$ cat config.mk
export PLATFORM = sky130hd
export DESIGN_NAME = watch_time_chain
export DESIGN_NICKNAME = d
export VERILOG_FILES = /design/src/rtl/watch_time_chain_pkg.sv /design/src/rtl/watch_time_chain_field_counter.sv /design/src/rtl/watch_time_chain.sv
export SDC_FILE = /design/constraint.sdc
export NUM_CORES = 1
export LEC_CHECK = 0
export BUFFER_PORTS_ARGS = -buffer_cell sky130_fd_sc_hd__buf_2
export CORE_MARGIN = 5
export CORE_UTILIZATION = 59
export CTS_CLUSTER_DIAMETER = 200
export DETAILED_ROUTE_END_ITERATION = 12
export GPL_TIMING_DRIVEN = 0
export PLACE_DENSITY_LB_ADDON = 0.05
export SLEW_MARGIN = 10
export SYNTH_ARGS = -nofsm -noshare
export SYNTH_HDL_FRONTEND = slang
export SYNTH_SLANG_ARGS = --single-unit
$ cat constraint.sdc
create_clock -name clk -period 2.3 [get_ports clk]
set_clock_uncertainty 0.1 [all_clocks]
set_input_delay 0.115 -clock clk [delete_from_list [all_inputs] [get_ports clk]]
set_output_delay 0.115 -clock clk [all_outputs]
set_load 0.05 [all_outputs]
$ cat src/rtl/watch_time_chain_pkg.sv
// rtl/watch_time_chain_pkg.sv - shared definitions for the watch time chain
// Purpose: edit-field select codes, field moduli and the 24h -> 12h hour mapping.
// Ports: none (package).
package watch_time_chain_pkg;

   typedef enum logic [1:0] {
      SEL_NONE = 2'd0,
      SEL_SEC  = 2'd1,
      SEL_MIN  = 2'd2,
      SEL_HOUR = 2'd3
   } sel_e;

   localparam int SEC_MOD  = 60;
   localparam int MIN_MOD  = 60;
   localparam int HOUR_MOD = 24;

   // 0 -> 12, 13..23 -> 1..11, 1..12 unchanged
   function automatic logic [4:0] hour_to_12h(input logic [4:0] hour);
      if (hour == 5'd0)
         return 5'd12;
      else if (hour > 5'd12)
         return hour - 5'd12;
      else
         return hour;
   endfunction

endpackage

$ cat src/rtl/watch_time_chain_field_counter.sv
// rtl/watch_time_chain_field_counter.sv - one modulo-MOD field of the time chain
// Purpose: counts on incoming carry/borrow, applies up/down edits, keeps a 1-deep
//          pending edit when an edit collides with a carry/borrow, and registers
//          its own carry/borrow out for the next stage.
// Ports:
//   clk, rst        clock, asynchronous active-high reset
//   carry_in        +1 request from the lower stage
//   borrow_in       -1 request from the lower stage
//   inc, dec        edit pulses (already qualified by field select); both set = ignored
//   clear_pending   drops a stored edit (edit field changed)
//   value           current field value, 0..MOD-1
//   carry_out       registered pulse after a MOD-1 -> 0 wrap
//   borrow_out      registered pulse after a 0 -> MOD-1 wrap
module watch_time_chain_field_counter #(
   parameter int BIT_WIDTH = 6,
   parameter int MOD       = 60,
   parameter int START     = 0
) (
   input  logic                 clk,
   input  logic                 rst,
   input  logic                 carry_in,
   input  logic                 borrow_in,
   input  logic                 inc,
   input  logic                 dec,
   input  logic                 clear_pending,
   output logic [BIT_WIDTH-1:0] value,
   output logic                 carry_out,
   output logic                 borrow_out
);
   import watch_time_chain_pkg::*;

   localparam logic [BIT_WIDTH-1:0] MAX_V   = BIT_WIDTH'(MOD - 1);
   localparam logic [BIT_WIDTH-1:0] START_V = BIT_WIDTH'(START);

   logic                 pending, pending_up;
   logic                 next_pending, next_pending_up;
   logic [BIT_WIDTH-1:0] next_value;
   logic                 next_carry, next_borrow;
   logic                 step_up, step_dn;
   logic                 edit_req, pending_live;

   assign edit_req     = inc ^ dec;
   assign pending_live = pending & ~clear_pending;

   always_comb begin
      step_up         = 1'b0;
      step_dn         = 1'b0;
      next_pending    = pending_live;
      next_pending_up = pending_up;
      if (carry_in || borrow_in) begin
         step_up = carry_in;
         step_dn = ~carry_in;
         // the colliding edit is parked; a second one while parked is lost
         if (edit_req && !pending_live) begin
            next_pending    = 1'b1;
            next_pending_up = inc;
         end
      end else if (pending_live) begin
         // stored edit wins over a fresh one, which is dropped
         step_up      = pending_up;
         step_dn      = ~pending_up;
         next_pending = 1'b0;
      end else if (edit_req) begin
         step_up = inc;
         step_dn = dec;
      end
   end

   always_comb begin
      next_value  = value;
      next_carry  = 1'b0;
      next_borrow = 1'b0;
      if (step_up) begin
         if (value == MAX_V) begin
            next_value = '0;
            next_carry = 1'b1;
         end else begin
            next_value = value + 1'b1;
         end
      end else if (step_dn) begin
         if (value == '0) begin
            next_value  = MAX_V;
            next_borrow = 1'b1;
         end else begin
            next_value = value - 1'b1;
         end
      end
   end

   always_ff @(posedge clk or posedge rst) begin
      if (rst) begin
         value      <= START_V;
         carry_out  <= 1'b0;
         borrow_out <= 1'b0;
         pending    <= 1'b0;
         pending_up <= 1'b0;
      end else begin
         value      <= next_value;
         carry_out  <= next_carry;
         borrow_out <= next_borrow;
         pending    <= next_pending;
         pending_up <= next_pending_up;
      end
   end

endmodule

$ cat src/rtl/watch_time_chain.sv
// rtl/watch_time_chain.sv - centisecond/second/minute/hour watch datapath
// Purpose: tick divider, four chained field counters with edit support, 12h view.
// Ports:
//   clk, rst        clock, asynchronous active-high reset
//   i_run           1: divider and sub-second field advance
//   i_sel           edit field (none/sec/min/hour)
//   i_up, i_down    one-cycle edit pulses on the selected field
//   i_mode_12h      1: o_hour_disp in 12h form
//   o_msec..o_hour  field values (hour always 24h)
//   o_hour_disp     hour for display, o_pm afternoon flag
//   o_day_tick      pulse on hour 23 -> 0, o_day_borrow pulse on hour 0 -> 23
module watch_time_chain #(
   parameter int SYS_CLK_HZ = 100_000_000,
   parameter int TICK_HZ    = 100,
   parameter int MSEC_MOD   = 100,
   parameter int HOUR_START = 12,
   parameter int MIN_START  = 0,
   parameter int SEC_START  = 0
) (
   input  logic       clk,
   input  logic       rst,
   input  logic       i_run,
   input  logic [1:0] i_sel,
   input  logic       i_up,
   input  logic       i_down,
   input  logic       i_mode_12h,
   output logic [6:0] o_msec,
   output logic [5:0] o_sec,
   output logic [5:0] o_min,
   output logic [4:0] o_hour,
   output logic [4:0] o_hour_disp,
   output logic       o_pm,
   output logic       o_day_tick,
   output logic       o_day_borrow
);
   import watch_time_chain_pkg::*;

   localparam int DIV   = SYS_CLK_HZ / TICK_HZ;
   localparam int DIV_W = (DIV > 1) ? $clog2(DIV) : 1;
   localparam logic [DIV_W-1:0] DIV_LAST = DIV_W'(DIV - 1);

   logic [DIV_W-1:0] div_cnt;
   logic             tick;
   logic [1:0]       sel_q;
   logic             sel_chg;
   logic             msec_carry, msec_borrow, sec_carry, sec_borrow, min_carry, min_borrow;

   always_ff @(posedge clk or posedge rst) begin
      if (rst) begin
         div_cnt <= '0;
         tick    <= 1'b0;
         sel_q   <= 2'd0;
      end else begin
         tick  <= 1'b0;
         sel_q <= i_sel;
         if (i_run) begin
            if (div_cnt == DIV_LAST) begin
               div_cnt <= '0;
               tick    <= 1'b1;
            end else begin
               div_cnt <= div_cnt + 1'b1;
            end
         end
      end
   end

   assign sel_chg = (i_sel != sel_q);

   // sub-second field: no edits, so its borrow_out stays 0 and just closes the chain
   watch_time_chain_field_counter #(.BIT_WIDTH(7), .MOD(MSEC_MOD), .START(0)) u_msec (
      .clk(clk), .rst(rst), .carry_in(tick), .borrow_in(1'b0),
      .inc(1'b0), .dec(1'b0), .clear_pending(1'b0),
      .value(o_msec), .carry_out(msec_carry), .borrow_out(msec_borrow)
   );

   watch_time_chain_field_counter #(.BIT_WIDTH(6), .MOD(SEC_MOD), .START(SEC_START)) u_sec (
      .clk(clk), .rst(rst), .carry_in(msec_carry), .borrow_in(msec_borrow),
      .inc(i_up & (i_sel == SEL_SEC)), .dec(i_down & (i_sel == SEL_SEC)),
      .clear_pending(sel_chg),
      .value(o_sec), .carry_out(sec_carry), .borrow_out(sec_borrow)
   );

   watch_time_chain_field_counter #(.BIT_WIDTH(6), .MOD(MIN_MOD), .START(MIN_START)) u_min (
      .clk(clk), .rst(rst), .carry_in(sec_carry), .borrow_in(sec_borrow),
      .inc(i_up & (i_sel == SEL_MIN)), .dec(i_down & (i_sel == SEL_MIN)),
      .clear_pending(sel_chg),
      .value(o_min), .carry_out(min_carry), .borrow_out(min_borrow)
   );

   watch_time_chain_field_counter #(.BIT_WIDTH(5), .MOD(HOUR_MOD), .START(HOUR_START)) u_hour (
      .clk(clk), .rst(rst), .carry_in(min_carry), .borrow_in(min_borrow),
      .inc(i_up & (i_sel == SEL_HOUR)), .dec(i_down & (i_sel == SEL_HOUR)),
      .clear_pending(sel_chg),
      .value(o_hour), .carry_out(o_day_tick), .borrow_out(o_day_borrow)
   );

   assign o_pm        = (o_hour >= 5'd12);
   assign o_hour_disp = i_mode_12h ? hour_to_12h(o_hour) : o_hour;

endmodule
==> results of run 1 <==
## timing repair
action,4_1_cts,5_1_grt
endpoints found under the setup margin,5,3
resized for setup,3,3
pin swaps,0,1
hold endpoints to repair,62,0
hold buffers,4,0
buffers inserted,1,2
## worst max-delay path, cell delays in order, from the launching register on
cell and delay, ps:
dfstp_2 620, ha_1 270, a21oi_1 90, o21ai_1 190, nor2_1 60, o21ai_1 120
clkbuf_4 240
## per-stage QoR
stage          setup WS, ps  total power [mW]
2_1_floorplan          -186              3.28
6_report                149              4.80
4_1_cts                17.2              4.81
5_1_grt                2.28              5.14
3_3_place_gp           -165              3.73
3_5_place_dp           79.5              3.79
## layout by cell type (no fill, tap or decap), types with 7 or more instances in the layout
master / count
clkbuf_8: 11
nand4_1: 8
xor2_1: 8
inv_1: 30
xnor2_1: 21
nand2_1: 40
dfrtp_1: 58
nor3_1: 22
nand3_1: 22
buf_2: 38
a21oi_1: 23
o21ai_0: 15
and3_1: 14
nor2_1: 35
ha_1: 21
or3_1: 7
clkbuf_1: 11
## sequential cells by signal (all words and copies together), names as in the netlist
register,flops
u_hour.pending_up,1
u_min.pending_up,1
u_hour.carry_out,1
u_min.pending,1
sel_q,2
u_hour.pending,1
u_sec.borrow_out,1
u_msec.value,7
u_sec.pending,1
div_cnt,20
u_min.borrow_out,1
u_hour.value,5
tick,1
u_sec.carry_out,1
u_min.value,6
u_hour.borrow_out,1
u_min.carry_out,1
u_sec.pending_up,1
u_msec.carry_out,1
u_sec.value,6
## power groups by stage
stage	Clock, mW	Combinational [mW]	Sequential (mW)
4_1_cts	0.993	2.31	1.50
3_5_place_dp	0	2.25	1.53
6_report	0.967	2.33	1.51
5_1_grt	1.04	2.55	1.55
2_1_floorplan	0	1.31	1.97
3_3_place_gp	0	2.20	1.53
## kinds of logic after synthesis
group,synth area share (%)
AND/OR/NAND/NOR,23.6
AO/OA/AOI/OAI,15.6
flip-flops,40.2
buffers and inverters,5.02
XOR/XNOR,6.79
adder cells (fa/ha/maj),7.03
multiplexers,1.74
## layout make-up
type                    count  area, um2  share of cell area [%]
plain buffers              14       63.8                    1.48
well taps                  77       96.3                    2.24
multi-input cells         318       2050                    47.6
clock buffers              12        155                    3.60
repair buffers             46        268                    6.22
clock inverters             4       47.5                    1.10
flip-flops and latches     60       1500                    34.9
inverters                  32        123                    2.85
## metal layers
layer / vias up / wire length [um]
li1: 1615 / -
met1: 1609 / 3800
met2: 93 / 3810
met3: 10 / 430
met4: 0 / 116
met5: - / 0
## worst paths after layout
| kind | startpoint | to |
|---|---|---|
| max | u_hour.value[3] | o_hour_disp[3] |
| min | i_up | u_min.pending_up |
| max reg2reg | sel_q[1] | u_sec.value[2] |
| min reg2reg | div_cnt[8] | div_cnt[8] |
| max in group asynchronous | rst | u_hour.value[1] |
| min in group asynchronous | rst | u_msec.value[1] |
==> metrics, run 1 <==
period utilization=93.5%; # IOs=40; Mapped Nets=454; reg2reg setup slack=220 ps; Worst R2R Path Depth=6; CTS Root Cell=clkbuf_8; GRT Overall Usage=22.2%; CTS Sinks=60; routing usage on met1=30.1%; total power density per cell area=1110 mW/mm2; Hold Crit Class=input port to flop; Vias=3327; WHS Path Cells=3; Port Buffers=39; remaining global-route overflow=0; antenna viol nets, final=0; Peak VDD IR=1.25 mV; initial core utilization=59.9%; synthesized cell area=0.00374 mm2; # setup viols final=0; die area=0.00803 mm2; DRT Wirelength=8150 um; GR Layer Usage met2=34.4%; routed len/inst=14.5 um; CTS Buf Count=9; critical path required time=2090 ps; area share of the leading cell type in the synthesized netlist=38.8%; post-synth top area cell=dfrtp_1; post-synth cell types=59; drt drc=0; Final Util=69.0%; routability congestion estimate=0.896; initial antenna violation count=0; CTS clk-pin slew, worst paths=60 ps; Worst setup EP type=output pin; Final Cell Area=0.00431 mm2; min cycle time layout=2150 ps; Seq pwr share=31.4%; 1st-iter DRT viols=147; core area=0.00624 mm2; Slew Viols, Final=0; Synth area leaders=dfrtp_1 (39%), ha_1 (7.0%), xnor2_1 (4.9%); largest net degree at the start of global routing=61; Final Hold Violating Endpoints=0; Max Clock Freq=465 MHz; Comb pwr share=48.5%; asr flop ratio synth=100%; Primary FF master, synth=dfrtp_1; Psw=2.26 mW; final hold slack=135 ps; ratio of cells with drive above 1 in the final layout=17.1%; P_int=2.54 mW; actual slew at the worst max-slew pin=733 ps; # Max-Cap Violations=0; WS Path Type=flop to output pin; Worst-Skew Late Latency=340 ps; Die X=89.6 um; Mapped Cells=425; Worst Path Max Fanout=8; Pleak=2.03 nW; synth-to-layout area growth=15.2%; DP Wirelength=5640 um; GR Layer Usage met3=6.02%; #FFs+latches synth=60; EDFF count, synth=0; Mean Syn Cell Area=8.80 um2; Arr. time, crit path=1940 ps; nets=510; CTS tree=built; grt peak-use layer=met2; Commonest cells post-synth=dfrtp_1 (58), nand2_1 (40), nor2_1 (35); Placement Cell Area=0.00403 mm2; Rows=29; count leader, synth=dfrtp_1; outcome=finished, final reports clean; Rel. slew slack=51.2%; synth warn=0; Sw Ratio=47.0%; first-pass GRT wire length=14000 um; Fillers=522; # diodes=0; Die Y-Extent=89.6 um; Clock power frac=20.2%; RSZ-0062 raised after global routing=false; Clock Path Buffers=2; part of the Yosys area used for sequential elements=40.2%; final setup TNS=0 ps; vias in the first global route=3129; DR vias/cell=5.91; Cell Count, Final, Fillers Out=563; CP startpoint kind=flop; placed cells=541; Pre-Repair DR Iteration Count=5; H-tree Lvls=3
No activity file was read; power rests on OpenSTA's default activity.
==> inputs of run 2 (changes only) <==
CELL_PAD_IN_SITES_DETAIL_PLACEMENT = 1   (was default)
CELL_PAD_IN_SITES_GLOBAL_PLACEMENT = 1   (was default)
CORE_UTILIZATION = 45   (was 59)
==> run 2 against run 1 <==
Global-route usage decreased by 2.8 points. Critical path depth down 1. Sequential power is essentially flat. Cell area increased by 1.4%. Fmax shrank 2.8%. First-iteration DRC count down 54%. Die area rose by 27%. Register-to-register slack barely moved. Sequential cell count stayed put. Total power grew 2.8%. Setup slack worse by 61 ps. Sequential share of layout area shrank 0.47 points. Critical path type unchanged. Critical endpoint is now o_hour_disp[1]. Largest power group unchanged.
==> metrics, run 2 (synthesis results as in run 1) <==
largest net degree at the start of global routing=61; min cycle time layout=2210 ps; Final Util=53.4%; Critical-path top delay cell=dfstp_2; remaining global-route overflow=0; Critical R2R Capture=div_cnt[6]; Pleak=2.04 nW; Rows=33; critical path required time=2090 ps; Port Buffers=39; DR vias/cell=5.52; drt drc=0; Worst Path Max Fanout=7; period utilization=96.2%; Slew Viols, Final=0; wire length on met1=4280 um; max FFs per register=20; Final Hold Violating Endpoints=0; CP Buf/Inv Count=2; Critical Path Stages=5; Die X=101 um; initial core utilization=45.7%; Worst setup EP type=output pin; CTS clk-pin slew, worst paths=70 ps; H-tree Lvls=3; WS Path Type=flop to output pin; Final Cell Area=0.00436 mm2; Arr. time, crit path=2000 ps; CP Cell Sequence=inv_1 > ha_1 > and3_2 > a21oi_1 > buf_4; Worst-Skew Late Latency=340 ps; RSZ-0062 raised after global routing=false; CP peak stage delay=570 ps; Max Used Layer=met4; synth-to-layout area growth=16.7%; total power density per cell area=1130 mW/mm2; worst setup path endpoint=o_hour_disp[1]; # IOs=40; actual slew at the worst max-slew pin=747 ps; Hold Crit Class=input port to flop; Vias=3267; CP top delay family=flip-flops; Peak VDD IR=0.556 mV; Rel. slew slack=50.2%; GRT Overall Usage=19.4%; nets=511; DP Wirelength=6450 um; commonest non-fill, non-tap cells in the layout=dfrtp_1 (58), nand2_1 (40), buf_2 (38), nor2_1 (35), inv_1 (30); routed len/inst=15.5 um; Clock Path Buffers=2; core area=0.00818 mm2; Placement Cell Area=0.00407 mm2; outcome=finished, final reports clean; first-pass GRT wire length=15900 um; Max Clock Freq=452 MHz; # setup viols final=0; final setup TNS=0 ps; met3 wire length=274 um; total power=4.94 mW; CP startpoint kind=flop; Fillers=995; largest registers=div_cnt: 20 flops, u_msec.value: 7 flops; Die Y-Extent=101 um; CP startpoint=u_hour.value[2]; 1st-iter DRT viols=68; CTS tree=built; CTS Buf Count=9; Pre-Repair DR Iteration Count=4; most flop-heavy register=div_cnt; met2 WL post-DR=4540 um; # diodes=0; CTS Root Cell=clkbuf_8; vias in the first global route=3381; die area=0.0102 mm2; antenna viol nets, final=0; DRT Wirelength=9210 um; routability congestion estimate=0.793; initial antenna violation count=0; ratio of cells with drive above 1 in the final layout=17.5%; # Max-Cap Violations=0; CTS Sinks=60; RR Startpoint=div_cnt[0]; Worst R2R Path Depth=7; commonest non-fill, non-tap cell in the layout=dfrtp_1; reg2reg setup slack=210 ps
==> run 2: cell types whose count changed in the layout (fill, tap and decap cells not counted), sizes merged <==
cell,change
buf,+1
bufinv,+1
clkinvlp,+1
clkbuf,-2
==> run 2: worst min-delay path, delay by kind of cell <==
| family | cells | cell delay, ps |
|---|---|---|
| buffers and inverters | 1 | 120 |
| and+or+nand+nor | 1 | 170 |
| muxes | 1 | 160 |
==> run 2: cell type report <==
cell class / count / area, um2 / area share (%)
buffer: 14 / 63.8 / 1.46
clock inverter: 6 / 88.8 / 2.04
sequential: 60 / 1500 / 34.5
tap: 105 / 131 / 3.01
multi-input combinational: 318 / 2050 / 47.0
timing repair buffer: 47 / 275 / 6.31
inverter: 32 / 123 / 2.81
clock buffer: 10 / 128 / 2.92
==> run 2: worst min-delay path by stage <==
| stage | from | slack (ps) | depth (start not counted) | endpoint |
|---|---|---|---|---|
| 2_1_floorplan | i_sel[0] | 50 | 0 | sel_q[0] |
| 3_3_place_gp | i_sel[1] | 210 | 1 | sel_q[1] |
| 3_5_place_dp | rst | 210 | 2 | u_msec.value[1] |
| 4_1_cts | i_down | 150 | 4 | u_min.pending |
| 5_1_grt | i_down | 160 | 4 | u_min.pending |
| 6_report | i_up | 160 | 3 | u_min.pending_up |
==> run 2: through the flow <==
stage,hold slack [ps],setup WS (ps),std cells
after floorplan,46.4,-186,425
after global placement,208,-225,569
after detailed placement,214,37.6,569
after CTS,150,20.3,590
after global routing,161,5.28,592
final,156,88.1,592
==> run 2: routing by layer <==
metal | up-vias | global-route usage [%]
li1 | 1614 | -
met1 | 1594 | 24.8
met2 | 45 | 33.1
met3 | 14 | 3.79
met4 | 0 | 6.13
met5 | - | 0
==> run 2: report_power, final <==
part | switching [mW] | leakage (nW) | internal (mW)
clock network | 0.444 | 0.102 | 0.610
logic | 1.64 | 1.16 | 0.733
registers | 0.246 | 0.773 | 1.27
total | 2.33 | 2.04 | 2.61
==> run 2: what timing repair did <==
action / in CTS / in global routing
cloned: 0 / 0
hold buffers: 4 / 0
endpoints found under the setup margin: 5 / 5
pin swaps: 0 / 1
setup buffers: 2 / 2
endpoints found under the hold margin: 62 / 0
resized for setup: 3 / 4
